===== config.mk =====
export PLATFORM = sky130hd
export DESIGN_NAME = sm_fetch
export DESIGN_NICKNAME = d
export VERILOG_FILES = /design/src/rtl/sm_fetch.sv
export SDC_FILE = /design/constraint.sdc
export NUM_CORES = 1
export LEC_CHECK = 0
export BUFFER_PORTS_ARGS = -buffer_cell sky130_fd_sc_hd__buf_2
export CAP_MARGIN = 15
export CORE_ASPECT_RATIO = 0.8
export CORE_MARGIN = 2
export CORE_UTILIZATION = 35
export CTS_CLUSTER_SIZE = 8
export DETAILED_ROUTE_END_ITERATION = 8
export SLEW_MARGIN = 25
export SYNTH_ARGS = -nofsm -noshare
export SYNTH_HDL_FRONTEND = slang
export SYNTH_SLANG_ARGS = --single-unit

===== constraint.sdc =====
create_clock -name clk -period 4.2 [get_ports clk]
set_input_delay 0.42 -clock clk [delete_from_list [all_inputs] [get_ports clk]]
set_output_delay 0.42 -clock clk [all_outputs]
set_load 0.02 [all_outputs]

===== src/rtl/sm_fetch.sv =====
// Instruction fetch stage: owns the PC, reads the async ROM and buffers {instr, pc} in a prefetch queue.
// Define SM_FETCH_PERF_EN to add the perf_fetched / perf_stall counters.
module sm_fetch #(
   parameter logic [31:0] RESET_PC = 32'h0000_0000,
   parameter int unsigned DEPTH    = 2
) (
   input  logic        clk,
   input  logic        rst_n,
   input  logic        fetch_en,
   output logic [31:0] imAddr,
   input  logic [31:0] imData,
   input  logic        redirect_valid,
   input  logic [31:0] redirect_pc,
   output logic        out_valid,
   input  logic        out_ready,
   output logic [31:0] out_instr,
   output logic [31:0] out_pc
`ifdef SM_FETCH_PERF_EN
   ,
   output logic [31:0] perf_fetched,
   output logic [31:0] perf_stall
`endif
);

   localparam int unsigned PTR_W = $clog2(DEPTH);
   localparam int unsigned CNT_W = $clog2(DEPTH + 1);

   typedef struct packed {
      logic [31:0] instr;
      logic [31:0] pc;
   } entry_t;

   logic [31:0]      fetch_pc_q, fetch_pc_d;
   logic [PTR_W-1:0] wr_ptr_q, wr_ptr_d;
   logic [PTR_W-1:0] rd_ptr_q, rd_ptr_d;
   logic [CNT_W-1:0] count_q, count_d;
   entry_t           ent_q [DEPTH];
   entry_t           ent_d [DEPTH];
   logic             pop_c;
   logic             push_c;
   logic [1:0]       unused_redirect_lsb;

   assign unused_redirect_lsb = redirect_pc[1:0];

   assign imAddr    = {2'b00, fetch_pc_q[31:2]};
   assign out_instr = ent_q[rd_ptr_q].instr;
   assign out_pc    = ent_q[rd_ptr_q].pc;

   // Handshake and queue bookkeeping; redirect overrides push and pop.
   always_comb begin
      out_valid  = (count_q != '0) && !redirect_valid;
      pop_c      = out_valid && out_ready;
      push_c     = fetch_en && !redirect_valid && ((count_q < CNT_W'(DEPTH)) || pop_c);
      fetch_pc_d = fetch_pc_q;
      wr_ptr_d   = wr_ptr_q;
      rd_ptr_d   = rd_ptr_q;
      count_d    = count_q;
      ent_d      = ent_q;

      if (redirect_valid) begin
         fetch_pc_d = {redirect_pc[31:2], 2'b00};
         wr_ptr_d   = '0;
         rd_ptr_d   = '0;
         count_d    = '0;
      end else begin
         if (push_c) begin
            ent_d[wr_ptr_q] = '{instr: imData, pc: fetch_pc_q};
            fetch_pc_d      = fetch_pc_q + 32'd4;
            wr_ptr_d        = wr_ptr_q + PTR_W'(1);
         end
         if (pop_c) begin
            rd_ptr_d = rd_ptr_q + PTR_W'(1);
         end
         if (push_c && !pop_c) begin
            count_d = count_q + CNT_W'(1);
         end else if (pop_c && !push_c) begin
            count_d = count_q - CNT_W'(1);
         end
      end
   end

   always_ff @(posedge clk or negedge rst_n) begin
      if (!rst_n) begin
         fetch_pc_q <= RESET_PC;
         wr_ptr_q   <= '0;
         rd_ptr_q   <= '0;
         count_q    <= '0;
         ent_q      <= '{default: '0};
      end else begin
         fetch_pc_q <= fetch_pc_d;
         wr_ptr_q   <= wr_ptr_d;
         rd_ptr_q   <= rd_ptr_d;
         count_q    <= count_d;
         ent_q      <= ent_d;
      end
   end

`ifdef SM_FETCH_PERF_EN
   logic [31:0] perf_fetched_q, perf_fetched_d;
   logic [31:0] perf_stall_q, perf_stall_d;

   // A stall is a wanted fetch blocked only by a full queue.
   always_comb begin
      perf_fetched_d = perf_fetched_q;
      perf_stall_d   = perf_stall_q;
      if (pop_c) begin
         perf_fetched_d = perf_fetched_q + 32'd1;
      end
      if (fetch_en && !redirect_valid && !push_c) begin
         perf_stall_d = perf_stall_q + 32'd1;
      end
   end

   always_ff @(posedge clk or negedge rst_n) begin
      if (!rst_n) begin
         perf_fetched_q <= '0;
         perf_stall_q   <= '0;
      end else begin
         perf_fetched_q <= perf_fetched_d;
         perf_stall_q   <= perf_stall_d;
      end
   end

   assign perf_fetched = perf_fetched_q;
   assign perf_stall   = perf_stall_q;
`endif

endmodule


==> results of run 1 <==
-- worst max path at each step --
stage,start,to,slack (ns),cells past startpoint
6_report,rd_ptr_q$_DFFE_PN0P_,out_instr[12],1.32,3
5_1_grt,rd_ptr_q$_DFFE_PN0P_,out_pc[31],1.17,3
4_1_cts,rd_ptr_q$_DFFE_PN0P_,out_pc[31],1.28,3
3_5_place_dp,rd_ptr_q$_DFFE_PN0P_,out_pc[31],1.76,3
3_3_place_gp,rd_ptr_q$_DFFE_PN0P_,out_pc[31],1.75,3
2_1_floorplan,fetch_pc_q[2]$_DFFE_PN0P_,fetch_pc_q[30]$_DFFE_PN0P_,2.27,6
-- layout by cell type, fill, tap and decap left out, types with 14 or more instances in the layout --
cell type | netlist | final
buf_2 | 18 | 158
clkbuf_16 | 0 | 17
mux2_2 | 179 | 179
nor2_1 | 23 | 23
o31ai_1 | 15 | 15
dfrtp_1 | 158 | 157
o21ai_0 | 14 | 14
nand2_1 | 23 | 23
a31oi_1 | 17 | 17
or4_1 | 15 | 15
-- stage by stage --
stage                     power (mW)  setup WS, ns  utilization [%]  cells
after floorplan                 3.02          2.27                -    571
after global placement          3.37          1.75             40.7    968
after detailed placement        3.45          1.76             40.7    968
after CTS                       5.03          1.28             43.6   1000
after global routing            5.24          1.17             43.6   1001
final                           4.96          1.32             43.6   1001
-- registers in the layout, indices dropped and copies added (netlist names) --
name / cells
fetch_pc_q: 30
wr_ptr_q: 1
rd_ptr_q: 1
ent_q: 124
count_q: 2
-- cell type report --
type                       count  area, µm²
antenna                        1       2.50
clock buffer                  24        492
clock inverter                 8        104
fill                        1920      11700
inverter                       2       7.51
multi-input combinational    371       3260
sequential                   158       3960
tap                          269        337
timing repair buffer         168        870
-- power by group through the flow --
stage / combinational [mW] / sequential [mW] / clock, mW
after floorplan: 0.902 / 2.12 / 0
after global placement: 1.24 / 2.14 / 0
after detailed placement: 1.27 / 2.18 / 0
after CTS: 1.27 / 2.15 / 1.61
after global routing: 1.36 / 2.21 / 1.67
final: 1.25 / 2.15 / 1.56
-- logic make-up (layout without fill, tap and decap cells) --
kind of cell               after synthesis  in the layout  synth area share [%]
adders and majority gates                1              1                 0.169
muxes                                  187            187                  28.5
xor gates and xnor gates                 9              9                  1.07
buffers and inverters                   42            202                  2.74
and+or+nand+nor                        113            113                  8.98
DFF                                    158            158                  53.5
AOI/OAI and AO/OA                       57             57                  5.06
other                                    1              5                0.0507
-- metal layers --
| metal | share of wire, % | wire length [µm] | track usage, % | vias up |
|---|---|---|---|---|
| li1 | - | - | - | 2387 |
| met1 | 45 | 8070 | 20.9 | 2658 |
| met2 | 47 | 8390 | 27.2 | 141 |
| met3 | 6.7 | 1190 | 5.19 | 9 |
| met4 | 0.70 | 125 | 3.83 | 0 |
| met5 | 0 | 0 | 0 | - |
==> metrics.md, run 1 <==
| Metric | Value |
|---|---|
| Largest delay contributor family on the critical path | `flip-flops` |
| Top Ports | `166` |
| Syn_area_per_cell | `13.0 µm²` |
| Final ANT Viol Nets | `0` |
| Clock Path Buffers | `2` |
| Final setup viols | `0` |
| Fin Clk Skew | `0.0116 ns` |
| Crit Path Max Fanout | `36` |
| Clock-pin slew on the worst setup and hold paths | `0.06 ns` |
| Max Slew Vio Count | `0` |
| Die ar. | `22300 µm²` |
| FF-to-FF End | `fetch_pc_q[24]$_DFFE_PN0P_` |
| Post-CTS sizing | `0` |
| Hpwl dp | `12000 µm` |
| Starting Density | `35.7%` |
| Mapped Area | `7390 µm²` |
| First-pass GRT wire length | `29000 µm` |
| Cells after synthesis | `568` |
| Critical path data arrival time | `2.46 ns` |
| Initial DRC count | `220` |
| Sw frac | `29.9%` |
| Post-route cell area | `9020 µm²` |
| Top-count cell post-synth | `mux2_2` |
| Clock Sinks | `158` |
| Vias in the first global route | `5556` |
| Area share of the largest cell type after synthesis | `53.5%` |
| Largest net degree at the start of global routing | `98` |
| Fin nets | `788` |
| Headroom to the max-slew limit | `39.9%` |
| Worst setup SP type | `flop` |
| Distinct cells, synth | `43` |
| # port buffers | `159` |
| R2r worst-path depth | `5` |
| GPL Wtd Cong | `0.796` |
| Post-synth EDFFs | `0` |
| Worst Path Required | `3.78 ns` |
| RSZ-0062 raised after global routing | `no` |
| Core footprint | `20700 µm²` |
| Initial antenna violation count | `1` |
| CP bufs+invs | `2` |
| Synth-to-layout area growth | `22.0%` |
| Layout cells sized above 1 | `53.1%` |
| Commonest cells post-synth | `179 x mux2_2, 158 x dfrtp_1, 23 x nand2_1, 23 x nor2_1, 18 x buf_2` |
| Max_cap viols | `0` |
| Leading area contributor after synthesis | `dfrtp_1` |
| Combinational power share | `25.3%` |
| Clock Latency Late Sink | `0.42 ns` |
| Seq/Total Area, Yosys | `53.5%` |
| Reg-to-reg slack, setup | `1.95 ns` |
| Tmin final | `2.88 ns` |
| Clock buffer count from CTS | `17` |
| Ys flop type | `dfrtp_1` |
| Crit-path max cell delay | `0.87 ns` |
| Setup_tns | `0 ns` |
| CP Cell Sequence | `buf_4 -> mux2_2 -> buf_2` |
| Max H-tree Level | `4` |
| Pint | `3.48 mW` |
| Pwr Density | `550 nW/µm²` |
| Final WL | `17800 µm` |
| Dpl cell area | `8420 µm²` |
| Hold WC Path Type | `in -> async` |
| Gr ovfl total | `0` |
| # DRC | `0` |
| Yosys reg bits | `158` |
| Ranking of synthesized cells by area | `dfrtp_1 53%, mux2_2 27%, o31ai_1 1.5%, or4_1 1.5%, a31oi_1 1.4%` |
| Clock power share | `31.3%` |
| TritonCTS clock tree | `yes` |
| Slew @ Worst Pin | `0.902 ns` |
| Ys Warns | `0` |
| Hold Fails Final Rpt | `0` |
| Hold-fix buffers at CTS | `0` |
| Tcrit/Tclk final | `68.5%` |
| WHS | `0.0925 ns` |
| Die height | `134 µm` |
| Per-cell routed wire length | `17.8 µm` |
| Site Rows | `47` |
| WS Path Type | `reg -> out` |
| Die Wd | `167 µm` |
| CTS root buf | `clkbuf_16` |
| 1st-pass router iterations | `4` |
| Peak supply drop | `0.227 mV` |
| Fmax | `0.348 GHz` |
| Part of the power in registers | `43.4%` |
| GRT Total Usage | `16.4%` |
| Status | `finished clean` |
| Via count | `5195` |
| Reg2reg start | `fetch_pc_q[3]$_DFFE_PN0P_` |
| Vias per cell | `5.19` |
| Post-CTS Setup Bufs | `0` |
| Crit. End Element | `primary output` |
| Pleak | `3.94 nW` |
| CP max stage cell | `dfrtp_2` |
| NetSw | `1.49 mW` |
| Asr flop ratio synth | `100%` |
No activity file was read; power rests on OpenSTA's default activity.
==> run 2, diff against run 1 <==
--- a/config.mk
+++ b/config.mk
@@ -5,6 +5,7 @@
 export SDC_FILE = /design/constraint.sdc
 export NUM_CORES = 1
 export LEC_CHECK = 0
+export ABC_AREA = 1
 export BUFFER_PORTS_ARGS = -buffer_cell sky130_fd_sc_hd__buf_2
 export CAP_MARGIN = 15
 export CORE_ASPECT_RATIO = 0.8
==> constraint.sdc (replaced) <==
create_clock -name clk -period 2.6 [get_ports clk]
set_input_delay 0.26 -clock clk [delete_from_list [all_inputs] [get_ports clk]]
set_output_delay 0.26 -clock clk [all_outputs]
set_load 0.02 [all_outputs]
==> metrics.md, run 2 <==
| Metric | Value |
|---|---|
| Status | `finished clean (unchanged)` |
| Placed cells | `1474 (was 968)` |
| Per-cell routed wire length | `14.2 µm (was 17.8 µm)` |
| Max H-tree Level | `4 (unchanged)` |
| Hold Fails Final Rpt | `0 (unchanged)` |
| Worst Path Required | `2.34 ns (was 3.78 ns)` |
| GRT Total Usage | `18.7% (was 16.4%)` |
| Tcrit/Tclk final | `75.5%` |
| Post-route cell area | `9460 µm² (was 9020 µm²)` |
| Via count | `6943 (was 5195)` |
| Reg-to-reg slack, setup | `0.65 ns (was 1.95 ns)` |
| Combinational power share | `29.8% (was 25.3%)` |
| Clock Sinks | `158 (unchanged)` |
| Distinct cells, synth | `32 (was 43)` |
| Die Wd | `171 µm (was 167 µm)` |
| Area occupied by multi-input gates | `3190 µm² (was 3260 µm²)` |
| Critical path data arrival time | `1.70 ns (was 2.46 ns)` |
| Gr ovfl total | `0 (unchanged)` |
| Mapped Area | `7810 µm² (was 7390 µm²)` |
| Commonest cells post-synth | `489 x nand2_1, 158 x dfrtp_1, 107 x o21ai_1 (was 179 x mux2_2, 158 x dfrtp_1, 23 x nand2_1, 23 x nor2_1, 18 x buf_2)` |
| Top Ports | `166 (unchanged)` |
| Commonest non-fill, non-tap cell in the layout | `nand2_1 (was mux2_2)` |
| Max_cap viols | `0 (unchanged)` |
| Pwr Density | `941 nW/µm² (was 550 nW/µm²)` |
| Peak supply drop | `0.388 mV (was 0.227 mV)` |
| Syn_area_per_cell | `7.45 µm² (was 13.0 µm²)` |
| Reg2reg start | `count_q[1]$_DFFE_PN0P_ (was fetch_pc_q[3]$_DFFE_PN0P_)` |
| Tmin final | `1.96 ns` |
| Site Rows | `48 (was 47)` |
| Post-route insts no fill | `1507 (was 1001)` |
| Ant diodes | `0 (was 1)` |
| Yosys reg bits | `158 (unchanged)` |
| Register area | `3960 µm² (unchanged)` |
| Most frequent cells in the layout | `489 x nand2_1, 158 x buf_2, 157 x dfrtp_1 (was 179 x mux2_2, 158 x buf_2, 157 x dfrtp_1)` |
| Clock-pin slew on the worst setup and hold paths | `0.06 ns (about the same)` |
| Clock buffer count from CTS | `17 (unchanged)` |
| Clock Path Buffers | `2 (unchanged)` |
| Pleak | `5.09 nW (was 3.94 nW)` |
| Biggest regs | `ent_q: 124 flops, fetch_pc_q: 30 flops, count_q: 2 flops (unchanged)` |
| Most frequent CP cell | `nand2_1` |
| Total power | `8.90 mW (was 4.96 mW)` |
| Critical path depth | `5 (was 3)` |
| Asr flop ratio synth | `100% (unchanged)` |
| Clock power share | `29.4% (was 31.3%)` |
| Fmax | `0.510 GHz` |
| 1st-pass router iterations | `5 (was 4)` |
| R2r worst-path depth | `7 (was 5)` |
| Hold WC Path Type | `in -> reg (was in -> async)` |
| Starting Density | `35.9% (was 35.7%)` |
| Crit. End Element | `primary output (unchanged)` |
| Final worst slack | `0.637 ns (was 1.32 ns)` |
| Final ANT Viol Nets | `0 (unchanged)` |
| Worst setup SP type | `flop (unchanged)` |
| Crit. Startpoint | `rd_ptr_q$_DFFE_PN0P_ (unchanged)` |
| # port buffers | `159 (unchanged)` |
| Dpl cell area | `8840 µm² (was 8420 µm²)` |
| Post-Place Worst Slack | `0.683 ns (was 1.76 ns)` |
| Max FFs per register | `124 (unchanged)` |
| # DRC | `0 (unchanged)` |
| Fin Clk Skew | `0.00905 ns (was 0.0116 ns)` |
| Area share of the largest cell type after synthesis | `50.6% (was 53.5%)` |
| Cells after synthesis | `1049 (was 568)` |
| GPL Wtd Cong | `0.900 (was 0.796)` |
| Die height | `138 µm (was 134 µm)` |
| NetSw | `3.27 mW (was 1.49 mW)` |
| Post-CTS sizing | `0 (unchanged)` |
| Top-count cell post-synth | `nand2_1 (was mux2_2)` |
| RSZ-0062 raised after global routing | `no (unchanged)` |
| Core footprint | `21700 µm² (was 20700 µm²)` |
| CP max stage cell | `dfrtp_2 (unchanged)` |
| CTS root buf | `clkbuf_16 (unchanged)` |
| Layout cells sized above 1 | `18.2% (was 53.1%)` |
| Crit-path max cell delay | `0.47 ns (was 0.87 ns)` |
| Ys Warns | `0 (unchanged)` |
| Leading area contributor after synthesis | `dfrtp_1 (unchanged)` |
| CP Cell Sequence | `inv_2 -> buf_4 -> nand2_1 -> nand2_1 -> buf_2 (was buf_4 -> mux2_2 -> buf_2)` |
| Part of the power in registers | `40.8% (was 43.4%)` |
| Hpwl dp | `14900 µm (was 12000 µm)` |
| Final core utilization | `43.5% (was 43.6%)` |
| Slew @ Worst Pin | `0.766 ns (was 0.902 ns)` |
| Biggest register | `ent_q (unchanged)` |
| Largest delay contributor family on the critical path | `buffers and inverters (was flip-flops)` |
| First-pass GRT wire length | `34100 µm (was 29000 µm)` |
| Largest net degree at the start of global routing | `76 (was 98)` |
| Fillers | `2283 (was 1920)` |
| Max Slew Vio Count | `0 (unchanged)` |
| Setup_tns | `0 ns (unchanged)` |
| Pint | `5.62 mW (was 3.48 mW)` |
| WS Path Type | `reg -> out (unchanged)` |
| Clock Latency Late Sink | `0.42 ns (about the same)` |
| WHS | `0.0608 ns (was 0.0925 ns)` |
| Headroom to the max-slew limit | `49.0% (was 39.9%)` |
| Crit Path Max Fanout | `21 (was 36)` |
| Post-CTS Setup Bufs | `0 (unchanged)` |
| Synth-to-layout area growth | `21.1% (was 22.0%)` |
| Hold path start | `redirect_pc[7]` |
| TritonCTS clock tree | `yes (unchanged)` |
| Ranking of synthesized cells by area | `dfrtp_1 51%, nand2_1 23%, o21ai_1 6.9%, inv_1 4.4%, o21ai_0 2.5% (was dfrtp_1 53%, mux2_2 27%, o31ai_1 1.5%, or4_1 1.5%, a31oi_1 1.4%)` |
| Initial antenna violation count | `0 (was 1)` |
| Ys flop type | `dfrtp_1 (unchanged)` |
| Fin nets | `1264 (was 788)` |
| Sw frac | `36.8% (was 29.9%)` |
| Crit path to | `out_pc[6] (was out_instr[12])` |
| Initial DRC count | `619 (was 220)` |
| Final WL | `21400 µm (was 17800 µm)` |
| Die ar. | `23500 µm² (was 22300 µm²)` |
| CP bufs+invs | `3 (was 2)` |
| Post-synth EDFFs | `0 (unchanged)` |
| Final setup viols | `0 (unchanged)` |
| Vias in the first global route | `6386 (was 5556)` |
| FF-to-FF End | `ent_q[34]$_DFFE_PN0P_ (was fetch_pc_q[24]$_DFFE_PN0P_)` |
| Vias per cell | `4.61 (was 5.19)` |
| Seq/Total Area, Yosys | `50.6% (was 53.5%)` |
[run 2: cell types whose count changed in the layout (fill, tap and decap cells not counted), sizes merged, moves of 6 or more]
| cell | change |
|---|---|
| or4 | -15 |
| and3 | -8 |
| inv | +97 |
| nand4 | -13 |
| nand3 | +15 |
| mux2 | -186 |
| o31ai | -15 |
| o311ai | -6 |
| o21ai | +137 |
| a31oi | -16 |
| nor2 | +29 |
| nand2 | +469 |
| clkbuf | -6 |
[run 2: cells by family after synthesis]
logic type      after synthesis  synth area share (%)
compound gates              166                  11.2
simple gates                568                  28.2
other cells                   1                0.0480
fa+ha+maj                     1                 0.160
buf+inv                     146                  8.71
flops                       158                  50.6
xor+xnor                      9                  1.01
[run 2: per-layer routing]
layer / share of wire [%] / routed length [µm] / GRT usage (%)
met4: 0.57 / 121 / 3.48
met1: 50 / 10700 / 27.8
met5: 0 / 0 / 0
met3: 6.7 / 1440 / 5.46
met2: 43 / 9120 / 27.0
[run 2: cell type report]
class	instances	area share, %
Sequential cell	158	41.8
Multi-Input combinational cell	748	33.7
Timing Repair Buffer	174	10.2
Clock buffer	18	4.54
Tap cell	300	3.97
Inverter	95	3.82
Clock inverter	14	1.93
[run 2: how the worst min path moves through the flow]
| stage | endpoint | slack (ns) | cells past startpoint |
|---|---|---|---|
| floorplan | count_q[0]$_DFFE_PN0P_ | -0.04 | 0 |
| global placement | ent_q[48]$_DFFE_PN0P_ | 0.28 | 1 |
| detailed placement | ent_q[48]$_DFFE_PN0P_ | 0.28 | 1 |
| CTS | fetch_pc_q[7]$_DFFE_PN0P_ | 0.04 | 3 |
| global route | fetch_pc_q[5]$_DFFE_PN0P_ | 0.07 | 3 |
| finish | fetch_pc_q[7]$_DFFE_PN0P_ | 0.06 | 3 |
[run 2: power groups by stage]
stage / registers [mW] / logic [mW] / clock network [mW]
finish: 3.63 / 2.65 / 2.61
global route: 3.73 / 2.99 / 2.78
CTS: 3.63 / 2.69 / 2.68
detailed placement: 3.67 / 2.67 / 0
global placement: 3.65 / 2.63 / 0
floorplan: 3.63 / 1.78 / 0
[run 2: worst reg2reg max path, delay by kind of cell, from the launching register on]
family | cells | cell delay (ns)
flip-flops | 1 | 0.41
buffers and inverters | 2 | 0.64
AO/OA/AOI/OAI | 1 | 0.06
AND/OR/NAND/NOR | 4 | 0.72
[run 2: timing repair]
item	4_1_cts	5_1_grt
hold endpoints to repair	55	0
hold buffers	1	0
setup endpoints to repair	0	0
==> run 3, diff against run 2 <==
--- a/config.mk
+++ b/config.mk
@@ -5,7 +5,7 @@
 export SDC_FILE = /design/constraint.sdc
 export NUM_CORES = 1
 export LEC_CHECK = 0
-export ABC_AREA = 1
+export ABC_AREA = 0
 export BUFFER_PORTS_ARGS = -buffer_cell sky130_fd_sc_hd__buf_2
 export CAP_MARGIN = 15
 export CORE_ASPECT_RATIO = 0.8
==> constraint.sdc (replaced) <==
create_clock -name clk -period 1.7 [get_ports clk]
set_input_delay 0.17 -clock clk [delete_from_list [all_inputs] [get_ports clk]]
set_output_delay 0.17 -clock clk [all_outputs]
set_load 0.02 [all_outputs]
==> metrics.md, run 3 (same netlist as run 1, synthesis figures left out) <==
| Metric | Value |
|---|---|
| Dpl cell area | `8960 µm² (was 8840 µm²)` |
| Busiest grt layer | `met2 (was met1)` |
| CP max stage cell | `dfrtp_4 (was dfrtp_2)` |
| Crit. Startpoint | `rd_ptr_q$_DFFE_PN0P_ (unchanged)` |
| Max H-tree Level | `4 (unchanged)` |
| Die ar. | `22300 µm² (was 23500 µm²)` |
| Initial antenna violation count | `2 (was 0)` |
| FF-to-FF End | `fetch_pc_q[25]$_DFFE_PN0P_ (was ent_q[34]$_DFFE_PN0P_)` |
| Worst setup SP type | `flop (unchanged)` |
| Vias per cell | `5.13 (was 4.61)` |
| WHS Path Cells | `3 (unchanged)` |
| Slew @ Worst Pin | `0.517 ns (was 0.766 ns)` |
| Fmax | `0.552 GHz` |
| TritonCTS clock tree | `yes (unchanged)` |
| # DRC | `0 (unchanged)` |
| CP Cell Sequence | `buf_16 -> mux2_2 -> buf_2 (was inv_2 -> buf_4 -> nand2_1 -> nand2_1 -> buf_2)` |
| Hpwl dp | `13100 µm (was 14900 µm)` |
| Gr ovfl total | `0 (unchanged)` |
| Via count | `5737 (was 6943)` |
| Fin Clk Skew | `0.0108 ns (was 0.00905 ns)` |
| Tmin final | `1.81 ns` |
| Synth-to-layout area growth | `41.0% (was 21.1%)` |
| Post-Place Worst Slack | `-0.0536 ns (was 0.683 ns)` |
| Die height | `134 µm (was 138 µm)` |
| Tcrit/Tclk final | `107%` |
| Pwr Density | `1220 nW/µm² (was 941 nW/µm²)` |
| Per-cell routed wire length | `18.2 µm (was 14.2 µm)` |
| Max_cap viols | `0 (unchanged)` |
| Clock Path Buffers | `2 (unchanged)` |
| Largest net degree at the start of global routing | `48 (was 76)` |
| Pint | `9.00 mW (was 5.62 mW)` |
| GPL Wtd Cong | `0.790 (was 0.900)` |
| First-pass GRT wire length | `32100 µm (was 34100 µm)` |
| Die Wd | `167 µm (was 171 µm)` |
| Combinational power share | `28.4% (was 29.8%)` |
| CTS root buf | `clkbuf_16 (unchanged)` |
| Biggest regs | `ent_q: 124 flops, fetch_pc_q: 30 flops, count_q: 2 flops (unchanged)` |
| Clock-pin slew on the worst setup and hold paths | `0.06 ns (about the same)` |
| Starting Density | `35.7% (was 35.9%)` |
| Worst Path Required | `1.53 ns (was 2.34 ns)` |
| GR Util met3 | `4.54% (was 5.46%)` |
| Final ANT Viol Nets | `0 (unchanged)` |
| Fillers | `1794 (was 2283)` |
| 1st-pass router iterations | `4 (was 5)` |
| Clock Latency Late Sink | `0.42 ns (about the same)` |
| Failing checks | `setup timing` |
| Part of the power in registers | `41.0% (was 40.8%)` |
| Post-route cell area | `10400 µm² (was 9460 µm²)` |
| Peak supply drop | `0.529 mV (was 0.388 mV)` |
| Commonest non-fill, non-tap cell in the layout | `mux2_2 (was nand2_1)` |
| Pleak | `4.55 nW (was 5.09 nW)` |
| Reg2reg start | `fetch_pc_q[3]$_DFFE_PN0P_ (was count_q[1]$_DFFE_PN0P_)` |
| GR Util met2 | `30.6% (was 27.0%)` |
| Max FFs per register | `124 (unchanged)` |
| Crit. End Element | `primary output (unchanged)` |
| Top Ports | `166 (unchanged)` |
| Hold path start | `redirect_pc[10] (was redirect_pc[7])` |
| Biggest register | `ent_q (unchanged)` |
| Most frequent cells in the layout | `179 x mux2_2, 152 x buf_2, 139 x dfrtp_1 (was 489 x nand2_1, 158 x buf_2, 157 x dfrtp_1)` |
| Status | `finished with violations (was finished clean)` |
| Hold WC Path Type | `in -> reg (unchanged)` |
| Max Slew Vio Count | `0 (unchanged)` |
| Critical path data arrival time | `1.64 ns (was 1.70 ns)` |
| Reg-to-reg slack, setup | `-0.06 ns (was 0.65 ns)` |
| Grt met1 use | `23.7% (was 27.8%)` |
| WS Path Type | `reg -> out (unchanged)` |
| Sw frac | `29.5% (was 36.8%)` |
| Final WL | `20400 µm (was 21400 µm)` |
| GRT Total Usage | `18.3% (was 18.7%)` |
| Fin nets | `907 (was 1264)` |
| Final setup viols | `68 (was 0)` |
| Final core utilization | `50.4% (was 43.5%)` |
| # port buffers | `159 (unchanged)` |
| Clock buffer count from CTS | `17 (unchanged)` |
| Crit-path max cell delay | `0.45 ns (was 0.47 ns)` |
| NetSw | `3.76 mW (was 3.27 mW)` |
| Site Rows | `47 (was 48)` |
| RSZ-0062 raised after global routing | `yes (was no)` |
| Headroom to the max-slew limit | `65.5% (was 49.0%)` |
| Hold Fails Final Rpt | `0 (unchanged)` |
| Clock power share | `30.6% (was 29.4%)` |
| Hold EP | `fetch_pc_q[10]$_DFFE_PN0P_ (was fetch_pc_q[7]$_DFFE_PN0P_)` |
| Core footprint | `20700 µm² (was 21700 µm²)` |
| Initial DRC count | `224 (was 619)` |
| Final worst slack | `-0.111 ns (was 0.637 ns)` |
| Crit Path Max Fanout | `36 (was 21)` |
| R2r worst-path depth | `5 (was 7)` |
| Vias in the first global route | `6160 (was 6386)` |
| Layout cells sized above 1 | `58.1% (was 18.2%)` |
| Clock Sinks | `158 (unchanged)` |
-- run 3: area by class of cell --
cell class / count / area [µm²] / share of cell area (%)
Timing Repair Buffer: 283 / 2080 / 19.9
Clock buffer: 25 / 485 / 4.65
Sequential cell: 158 / 3980 / 38.2
Multi-Input combinational cell: 375 / 3430 / 32.8
Antenna cell: 1 / 2.50 / 0.0240
Inverter: 2 / 7.51 / 0.0720
Tap cell: 269 / 337 / 3.23
Clock inverter: 6 / 111 / 1.07
-- run 3: how the worst max path moves through the flow --
stage                                 end  slack, ns  cells past startpoint
2_1_floorplan  fetch_pc_q[30]$_DFFE_PN0P_      -0.06                      6
3_3_place_gp   fetch_pc_q[18]$_DFFE_PN0P_     -0.008                      5
3_5_place_dp   fetch_pc_q[13]$_DFFE_PN0P_      -0.05                      4
4_1_cts                      out_instr[2]      -0.14                      3
5_1_grt                     out_instr[29]      -0.17                      3
6_report                     out_instr[2]      -0.11                      3
-- run 3: power by group through the flow --
stage / sequential (mW) / clock [mW] / combinational, mW
after CTS: 5.23 / 4.02 / 3.64
after global routing: 5.36 / 4.18 / 3.91
after global placement: 5.18 / 0 / 3.34
after detailed placement: 5.29 / 0 / 3.45
final: 5.23 / 3.90 / 3.63
after floorplan: 5.25 / 0 / 2.24
-- run 3: worst max-delay path, delay by kind of cell, from the launching register on --
| kind | cells | cell delay [ns] |
|---|---|---|
| DFF | 1 | 0.45 |
| buffers and inverters | 2 | 0.40 |
| muxes | 1 | 0.37 |
-- run 3: repair_timing --
item | CTS | global route
setup endpoints to repair | 111 | 170
hold buffers | 47 | 0
endpoints found under the hold margin | 113 | 0
setup buffers | 10 | 9
pin swaps | 9 | 17
cloned | 6 | 1
gates resized for setup | 16 | 24
-- run 3: per-stage QoR --
| stage | hold slack (ns) | power [mW] | std cells | TNS, ns |
|---|---|---|---|---|
| after floorplan | -0.126 | 7.49 | 571 | -0.0617 |
| after global placement | 0.151 | 8.53 | 1015 | -0.00830 |
| after detailed placement | 0.158 | 8.74 | 1015 | -0.492 |
| after CTS | 0.00136 | 12.9 | 1109 | -7.44 |
| after global routing | 0.00350 | 13.4 | 1119 | -9.64 |
| final | 0.0190 | 12.8 | 1119 | -5.70 |
-- run 3: layer usage --
metal	vias up	part of all wire (%)
met1	2910	45
met5	-	0
met4	0	1.6
li1	2636	-
met2	164	48
met3	27	5.2
